## src/rtl/led_fill_blink_ctrl.sv

```systemverilog
// LED fill/ping-pong pattern generator with a blinking "DE2-FPGA" seven-segment banner.
// Step and blink timing are enable pulses in the CLOCK_50 domain.
module led_fill_blink_ctrl #(
  parameter int N_LED     = 18,
  parameter int STEP_DIV  = 27777778,
  parameter int BLINK_DIV = 50000000
) (
  input  logic             CLOCK_50,
  input  logic             RST,
  input  logic [1:0]       MODE,
  input  logic             PAUSE,
  input  logic             BLINK_EN,
  output logic [N_LED-1:0] LEDR,
  output logic [6:0]       HEX7,
  output logic [6:0]       HEX6,
  output logic [6:0]       HEX5,
  output logic [6:0]       HEX4,
  output logic [6:0]       HEX3,
  output logic [6:0]       HEX2,
  output logic [6:0]       HEX1,
  output logic [6:0]       HEX0,
  output logic             STEP_TICK
);

  localparam int H       = N_LED / 2;
  localparam int LVL_W   = $clog2(H + 1);
  localparam int STEP_W  = $clog2(STEP_DIV);
  localparam int BLINK_W = $clog2(BLINK_DIV);
  localparam logic [LVL_W-1:0] LVL_H = LVL_W'(H);
  localparam logic [55:0] MSG = {7'b0100001, 7'b0000110, 7'b0100100, 7'b0111111,
                                 7'b0001110, 7'b0001100, 7'b0000010, 7'b0001000};
  localparam logic [55:0] BLANK = '1;

  typedef enum logic {DIR_UP, DIR_DOWN} dir_t;

  logic [STEP_W-1:0]  step_cnt;
  logic [BLINK_W-1:0] blink_cnt;
  logic               blink_phase;
  logic [LVL_W-1:0]   level;
  logic [1:0]         mode_q;
  dir_t               dir;
  logic [N_LED-1:0]   leds_p1;
  logic [55:0]        hex_p1;

  function automatic logic [N_LED-1:0] decode_leds(input logic [LVL_W-1:0] lvl,
                                                    input logic [1:0] m);
    logic [N_LED-1:0] v;
    int l;
    l = int'(lvl);
    v = '0;
    for (int i = 0; i < N_LED; i++) begin
      if (m == 2'b01) v[i] = (i >= H - l) && (i < H + l);
      else            v[i] = (i < l) || (i >= N_LED - l);
    end
    return v;
  endfunction

  assign STEP_TICK = !PAUSE && (step_cnt == STEP_W'(STEP_DIV - 1));

  always_ff @(posedge CLOCK_50 or posedge RST) begin
    if (RST) begin
      step_cnt <= '0;
    end else if (!PAUSE) begin
      step_cnt <= STEP_TICK ? '0 : step_cnt + STEP_W'(1);
    end
  end

  always_ff @(posedge CLOCK_50 or posedge RST) begin
    if (RST) begin
      blink_cnt   <= '0;
      blink_phase <= 1'b0;
    end else if (blink_cnt == BLINK_W'(BLINK_DIV - 1)) begin
      blink_cnt   <= '0;
      blink_phase <= ~blink_phase;
    end else begin
      blink_cnt <= blink_cnt + BLINK_W'(1);
    end
  end

  // The freshly sampled MODE decides this tick's update; arriving from another
  // mode into ping-pong always starts going up.
  always_ff @(posedge CLOCK_50 or posedge RST) begin
    if (RST) begin
      level  <= '0;
      dir    <= DIR_UP;
      mode_q <= 2'b00;
    end else if (STEP_TICK) begin
      mode_q <= MODE;
      case (MODE)
        2'b00, 2'b01: level <= (level == LVL_H) ? '0 : level + LVL_W'(1);
        2'b10: begin
          if (mode_q != 2'b10 || dir == DIR_UP) begin
            if (level == LVL_H) begin
              level <= LVL_H - LVL_W'(1);
              dir   <= DIR_DOWN;
            end else begin
              level <= level + LVL_W'(1);
              dir   <= DIR_UP;
            end
          end else if (level == '0) begin
            level <= LVL_W'(1);
            dir   <= DIR_UP;
          end else begin
            level <= level - LVL_W'(1);
          end
        end
        default: ;
      endcase
    end
  end

  // Output register stage
  always_ff @(posedge CLOCK_50 or posedge RST) begin
    if (RST) begin
      leds_p1 <= '0;
      hex_p1  <= BLANK;
    end else begin
      leds_p1 <= decode_leds(level, mode_q);
      hex_p1  <= (!BLINK_EN || blink_phase) ? MSG : BLANK;
    end
  end

  assign LEDR = leds_p1;
  assign HEX7 = hex_p1[55:49];
  assign HEX6 = hex_p1[48:42];
  assign HEX5 = hex_p1[41:35];
  assign HEX4 = hex_p1[34:28];
  assign HEX3 = hex_p1[27:21];
  assign HEX2 = hex_p1[20:14];
  assign HEX1 = hex_p1[13:7];
  assign HEX0 = hex_p1[6:0];

endmodule

```

## config.mk

```make
export PLATFORM = sky130hd
export DESIGN_NAME = led_fill_blink_ctrl
export DESIGN_NICKNAME = d
export VERILOG_FILES = /design/src/rtl/led_fill_blink_ctrl.sv
export SDC_FILE = /design/constraint.sdc
export NUM_CORES = 1
export LEC_CHECK = 0
export CAP_MARGIN = 20
export CORE_MARGIN = 2
export CORE_UTILIZATION = 45
export CTS_CLUSTER_DIAMETER = 60
export CTS_CLUSTER_SIZE = 25
export DETAILED_ROUTE_END_ITERATION = 16
export HOLD_SLACK_MARGIN = 0.12
export PLACE_DENSITY_LB_ADDON = 0.1
export SLEW_MARGIN = 20
export SYNTH_ARGS = -nofsm -noshare
export SYNTH_HDL_FRONTEND = slang
export SYNTH_SLANG_ARGS = --single-unit
```

## constraint.sdc

```tcl
create_clock -name CLOCK_50 -period 3.38 [get_ports CLOCK_50]
set_input_delay 0.676 -clock CLOCK_50 [delete_from_list [all_inputs] [get_ports CLOCK_50]]
set_output_delay 0.676 -clock CLOCK_50 [all_outputs]
set_load 0.05 [all_outputs]
```

# --- Word level (Yosys, flattened, before mapping) ---
# Cells that the tools add are included.
totals:
  regBits: 133
  out_inout_bits: 75
  wordCells: 167
classes:
  addsub: 7
  order_cmp: 69
  n_eq_ne: 7
  n_mux: 29
  bitwise_logic: 2
  reduce_logical: 45
op_table:
  columns: ["op", "n"]
  rows:
  - ["$lt 5x32->1 const A", 8]
  - ["$lt 4x32->1 const A", 4]
  - ["$lt 3x32->1 const A", 2]
  - ["$mux 56", 1]
  - ["$ge 5x6->1 const A", 8]
  - ["$ge 5x5->1 const A", 8]
  - ["$lt 1x32->1 const A", 1]
  - ["$lt 2x32->1 const A", 1]
  - ["$lt 6x32->1 const A", 1]
  - ["$lt 4x4->1 const A", 7]
  - ["$add 26x1->26 const B", 1]
  - ["$eq 26x26->1 const B", 1]
  - ["$mux 26", 1]
  - ["$add 25x1->25 const B", 1]
  - ["$eq 25x25->1 const B", 1]
  - ["$mux 25", 1]
  - ["$ge 4x6->1 const A", 4]
  - ["$mux 1", 21]
  - ["$ge 4x5->1 const A", 4]
  - ["$logic_and 1x1->1", 19]
  - ["$logic_or 1x1->1", 17]
  - ["$lt 3x4->1 const A", 4]
  - ["$mux 4", 4]
  - ["$ge 3x6->1 const A", 2]
  - ["28 further kinds", 37]

# --- Logic depth before layout (Yosys ltp) ---
logic_depth:
  depth_word: 4
  ltp_mapped: 10

# --- Least setup slack after synthesis ---
# OpenSTA, ideal clock, no wires.
synth_path:
  path_kind: "input-to-output"
  from: "input port PAUSE"
  to: "output port STEP_TICK"
  t_arrival_ps: 2056
  t_required_ps: 2704
  slack_ps: 648
  path_stages: 5
  path_buffers: 2
  path_cell_list: "clkbuf_1 nor4_1 nand3_1 nor4_4 buf_2"
synth_via:
  elab_chain_len: 2
synth_lines:
  columns: ["item", "line", "text"]
  rows:
  - ["from (decl)", "11", "input logic PAUSE,"]
  - ["$logic_not 1->1", null, null]
  - ["$logic_and 1x1->1", "58", "assign STEP_TICK = !PAUSE && (step_cnt == STEP_W'(STEP_DIV - 1));"]
  - ["to (decl)", "22", "output logic STEP_TICK"]
# Every way passes these cells.

# --- Worst setup path after layout ---
# Same ends and word-level chain as after synthesis.

==> flow_metrics.env <==
export IMPL_clock_sinks=78
export IMPL_fmax_mhz=354.9
export IMPL_overflow=0
export IMPL_pwr_share_clk=0.355
export IMPL_antenna_found_initial=0
export IMPL_cp_top_family="simple AND/OR/NAND/NOR gates"
export IMPL_p_sw_uw=567.9
export IMPL_io_buffers=61
export IMPL_postCtsResizedCells=0
export IMPL_maxUsedRoutingLayer="met4"
export IMPL_dpl_instance_area_sq_mm=0.005340
export IMPL_period_share=0.8336
export IMPL_ys_types=69
export IMPL_end_kind="output pin"
export IMPL_setup_viol_count_final=0
export IMPL_drtAntennaViolNets=0
export IMPL_die_x_um=108.4
export IMPL_area_growth_pct=12.86
export IMPL_cpMaxStageDelayCell="clkdlybuf4s50_1"
export IMPL_start_kind="primary input"
export IMPL_gp_congestion=0.9010
export IMPL_path_clk_slew_ns=0.08
export IMPL_critPathBufInv=2
export IMPL_grt_use_total=0.1890
export IMPL_min_period_ns=2.817
export IMPL_die_h_um=108.4
export IMPL_fin_util=0.5149
export IMPL_netlist_area_sq_mm=0.004902
export IMPL_status="finished, final reports clean"
export IMPL_cts_buffers=9
export IMPL_ys_ff_latch=78
export IMPL_diodes=0
export IMPL_grt_pass1_wl_um=17530
export IMPL_cpPeakStageDelay_ns=0.54
export IMPL_clock_latency_ns=0.35
export IMPL_hold_class="flip-flop to flip-flop"
export IMPL_p_sw_frac=0.2877
export IMPL_path_class="primary input to output pin"
export IMPL_p_per_area_mw_per_mm2=356.7
export IMPL_p_int_mw=1.406
export IMPL_drive_gt1_frac=0.07407
export IMPL_drt_initial_drc_count=312
export IMPL_synth_async_reset_ratio=1.000
export IMPL_hold_viol=0
export IMPL_p_total_mw=1.974
export IMPL_cap_violations=0
export IMPL_viasPerCell=5.492
export IMPL_critPathMaxFanout=9
export IMPL_routedWlPerCell_um=14.90
export IMPL_postCtsSetupBuffers=0
export IMPL_initial_core_util=0.4562
export IMPL_first_pass_iters=5
export IMPL_crit_chain="clkdlybuf4s50_1 > nor4_1 > nand3_1 > nor4_4 > buf_12"
export IMPL_syn_inst=541
export IMPL_grt_start_max_net_pins=79
export IMPL_met3_length_um=712
export IMPL_synth_avg_cell_area_sq_um=9.061
export IMPL_synth_edff_count=0
export IMPL_rsz0062_at_grt="false"
export IMPL_ff_latch_area_sq_mm=0.001953
export IMPL_fin_skew_ns=0.009604
export IMPL_setup_tns_ns=0
export IMPL_wl_met1_um=4870
export IMPL_post_route_drc_count=0
export IMPL_pwr_share_seq=0.510
export IMPL_required_ns=2.70
export IMPL_cts_buffer_depth=2
export IMPL_holdWs_ns=0.4335
export IMPL_drv_slew=0
export IMPL_ys_flop_type="dfrtp_1"
export IMPL_worstPathArrival_ns=2.14
export IMPL_slew_headroom=0.3622
export IMPL_grt_pass1_vias=3552
export IMPL_die_area_sq_mm=0.01175
export IMPL_ioPinCount=81
export IMPL_cts_hold_buffers_added=0
export IMPL_multiInputGateArea_sq_mm=0.002450
export IMPL_cts_tree="yes"
export IMPL_via_count=3883
export IMPL_nFillCells=1046
export IMPL_rows=38
export IMPL_nets=585
export IMPL_share_comb_of_total_power=0.135
export IMPL_h_tree_depth=3
export IMPL_fin_area_sq_mm=0.005533
export IMPL_wl_met2_um=4765
export IMPL_p_leak_nw=2.375
export IMPL_coreArea_sq_mm=0.01075
export IMPL_dp_hpwl_um=7223
export IMPL_ir_worst_vdd_v=0.0002427
export IMPL_cts_root_buf="clkbuf_8"
export IMPL_synth_yosys_seq_area_share=0.3984
export IMPL_yosysWarningCount=0
export IMPL_drt_wl_total_um=10530
export IMPL_worst_pin_slew_ns=0.9494
## per-stage QoR
step                setup slack (ns)  std cells
global route                  0.4300        707
detailed placement            0.5031        691
floorplan                     0.6480        559
global placement              0.5466        691
finish                        0.5625        707
CTS                           0.5370        707
## synthesized netlist by cell type, drive strengths merged (3+ instances only)
library cell / instances / area share
nor2: 55 / 0.042
ha: 17 / 0.043
nor2b: 7 / 0.0089
and3: 9 / 0.011
xnor2: 21 / 0.038
mux2: 5 / 0.011
o21ai: 23 / 0.023
xor2: 27 / 0.048
nand2b: 4 / 0.0051
nand2: 40 / 0.031
nor4: 7 / 0.013
a31oi: 7 / 0.0089
o211ai: 6 / 0.0092
inv: 13 / 0.010
nor3: 10 / 0.011
clkbuf: 18 / 0.014
o21a: 3 / 0.0046
nand4: 22 / 0.028
o32ai: 3 / 0.0054
and2: 5 / 0.0064
nand3b: 3 / 0.0046
a21oi: 23 / 0.023
nand3: 27 / 0.029
dfrtp: 77 / 0.39
or2: 3 / 0.0038
o31ai: 3 / 0.0046
buf: 61 / 0.091
and4: 3 / 0.0054
## placed cells by master (no fill, tap or decap), types with 19 or more instances in the layout
| master | Yosys | routed |
|---|---|---|
| nand4_1 | 22 | 22 |
| a21oi_1 | 23 | 23 |
| o21ai_0 | 22 | 22 |
| conb_1 | 1 | 19 |
| nand3_1 | 26 | 26 |
| xor2_1 | 27 | 27 |
| clkdlybuf4s50_1 | 0 | 60 |
| nor2_1 | 55 | 55 |
| nand2_1 | 39 | 39 |
| dfrtp_1 | 77 | 77 |
| xnor2_1 | 21 | 21 |
## state kept, by name (all words and copies together), names as in the netlist
| register | count |
|---|---|
| blink_cnt | 26 |
| step_cnt | 25 |
| LEDR | 18 |
| level | 4 |
| mode_q | 2 |
| blink_phase | 1 |
| dir | 1 |
| hex_p1 | 1 |
## cell type report
class / count / share of cell area
tap: 140 / 0.03166
sequential: 78 / 0.3530
timing repair buffer: 71 / 0.1280
clock inverter: 3 / 0.007915
multi-input combinational: 388 / 0.4428
clock buffer: 13 / 0.02691
inverter: 14 / 0.009724
## path summary, 6_finish.rpt
kind | startpoint | endpoint | slack (ns) | cells after the start
min in group asynchronous | RST | blink_cnt[2] | 0.73 | 3
hold reg to reg | blink_phase | hex_p1[53] | 0.43 | 1
setup / recovery | PAUSE | STEP_TICK | 0.56 | 5
hold / removal | blink_phase | hex_p1[53] | 0.43 | 1
max in group asynchronous | RST | hex_p1[53] | 2.31 | 3
setup reg to reg | level[0] | LEDR[13] | 0.89 | 6
## logic make-up after synthesis
kind of cell	count (synthesis)	synth area share
multiplexers	6	0.01353
buffers and inverters	93	0.1156
adder cells (fa/ha/maj)	18	0.04543
other	1	0.0007650
flip-flops	78	0.3984
AO/OA/AOI/OAI	92	0.1217
AND/OR/NAND/NOR	205	0.2187
XOR/XNOR	48	0.08576
## layer usage
layer	up-vias	GRT usage
li1	1849	-
met1	1869	0.2709
met2	149	0.2862
met3	16	0.03737
met4	0	0.06319
met5	-	0
## power by group through the flow
stage	Sequential, mW	Combinational, mW	Clock, mW
floorplan	1.02	0.246	0
global placement	1.02	0.265	0
detailed placement	1.03	0.268	0
CTS	1.01	0.270	0.721
global route	1.01	0.286	0.777
finish	1.01	0.267	0.701
Note: power is estimated with default switching activity, not from simulation.
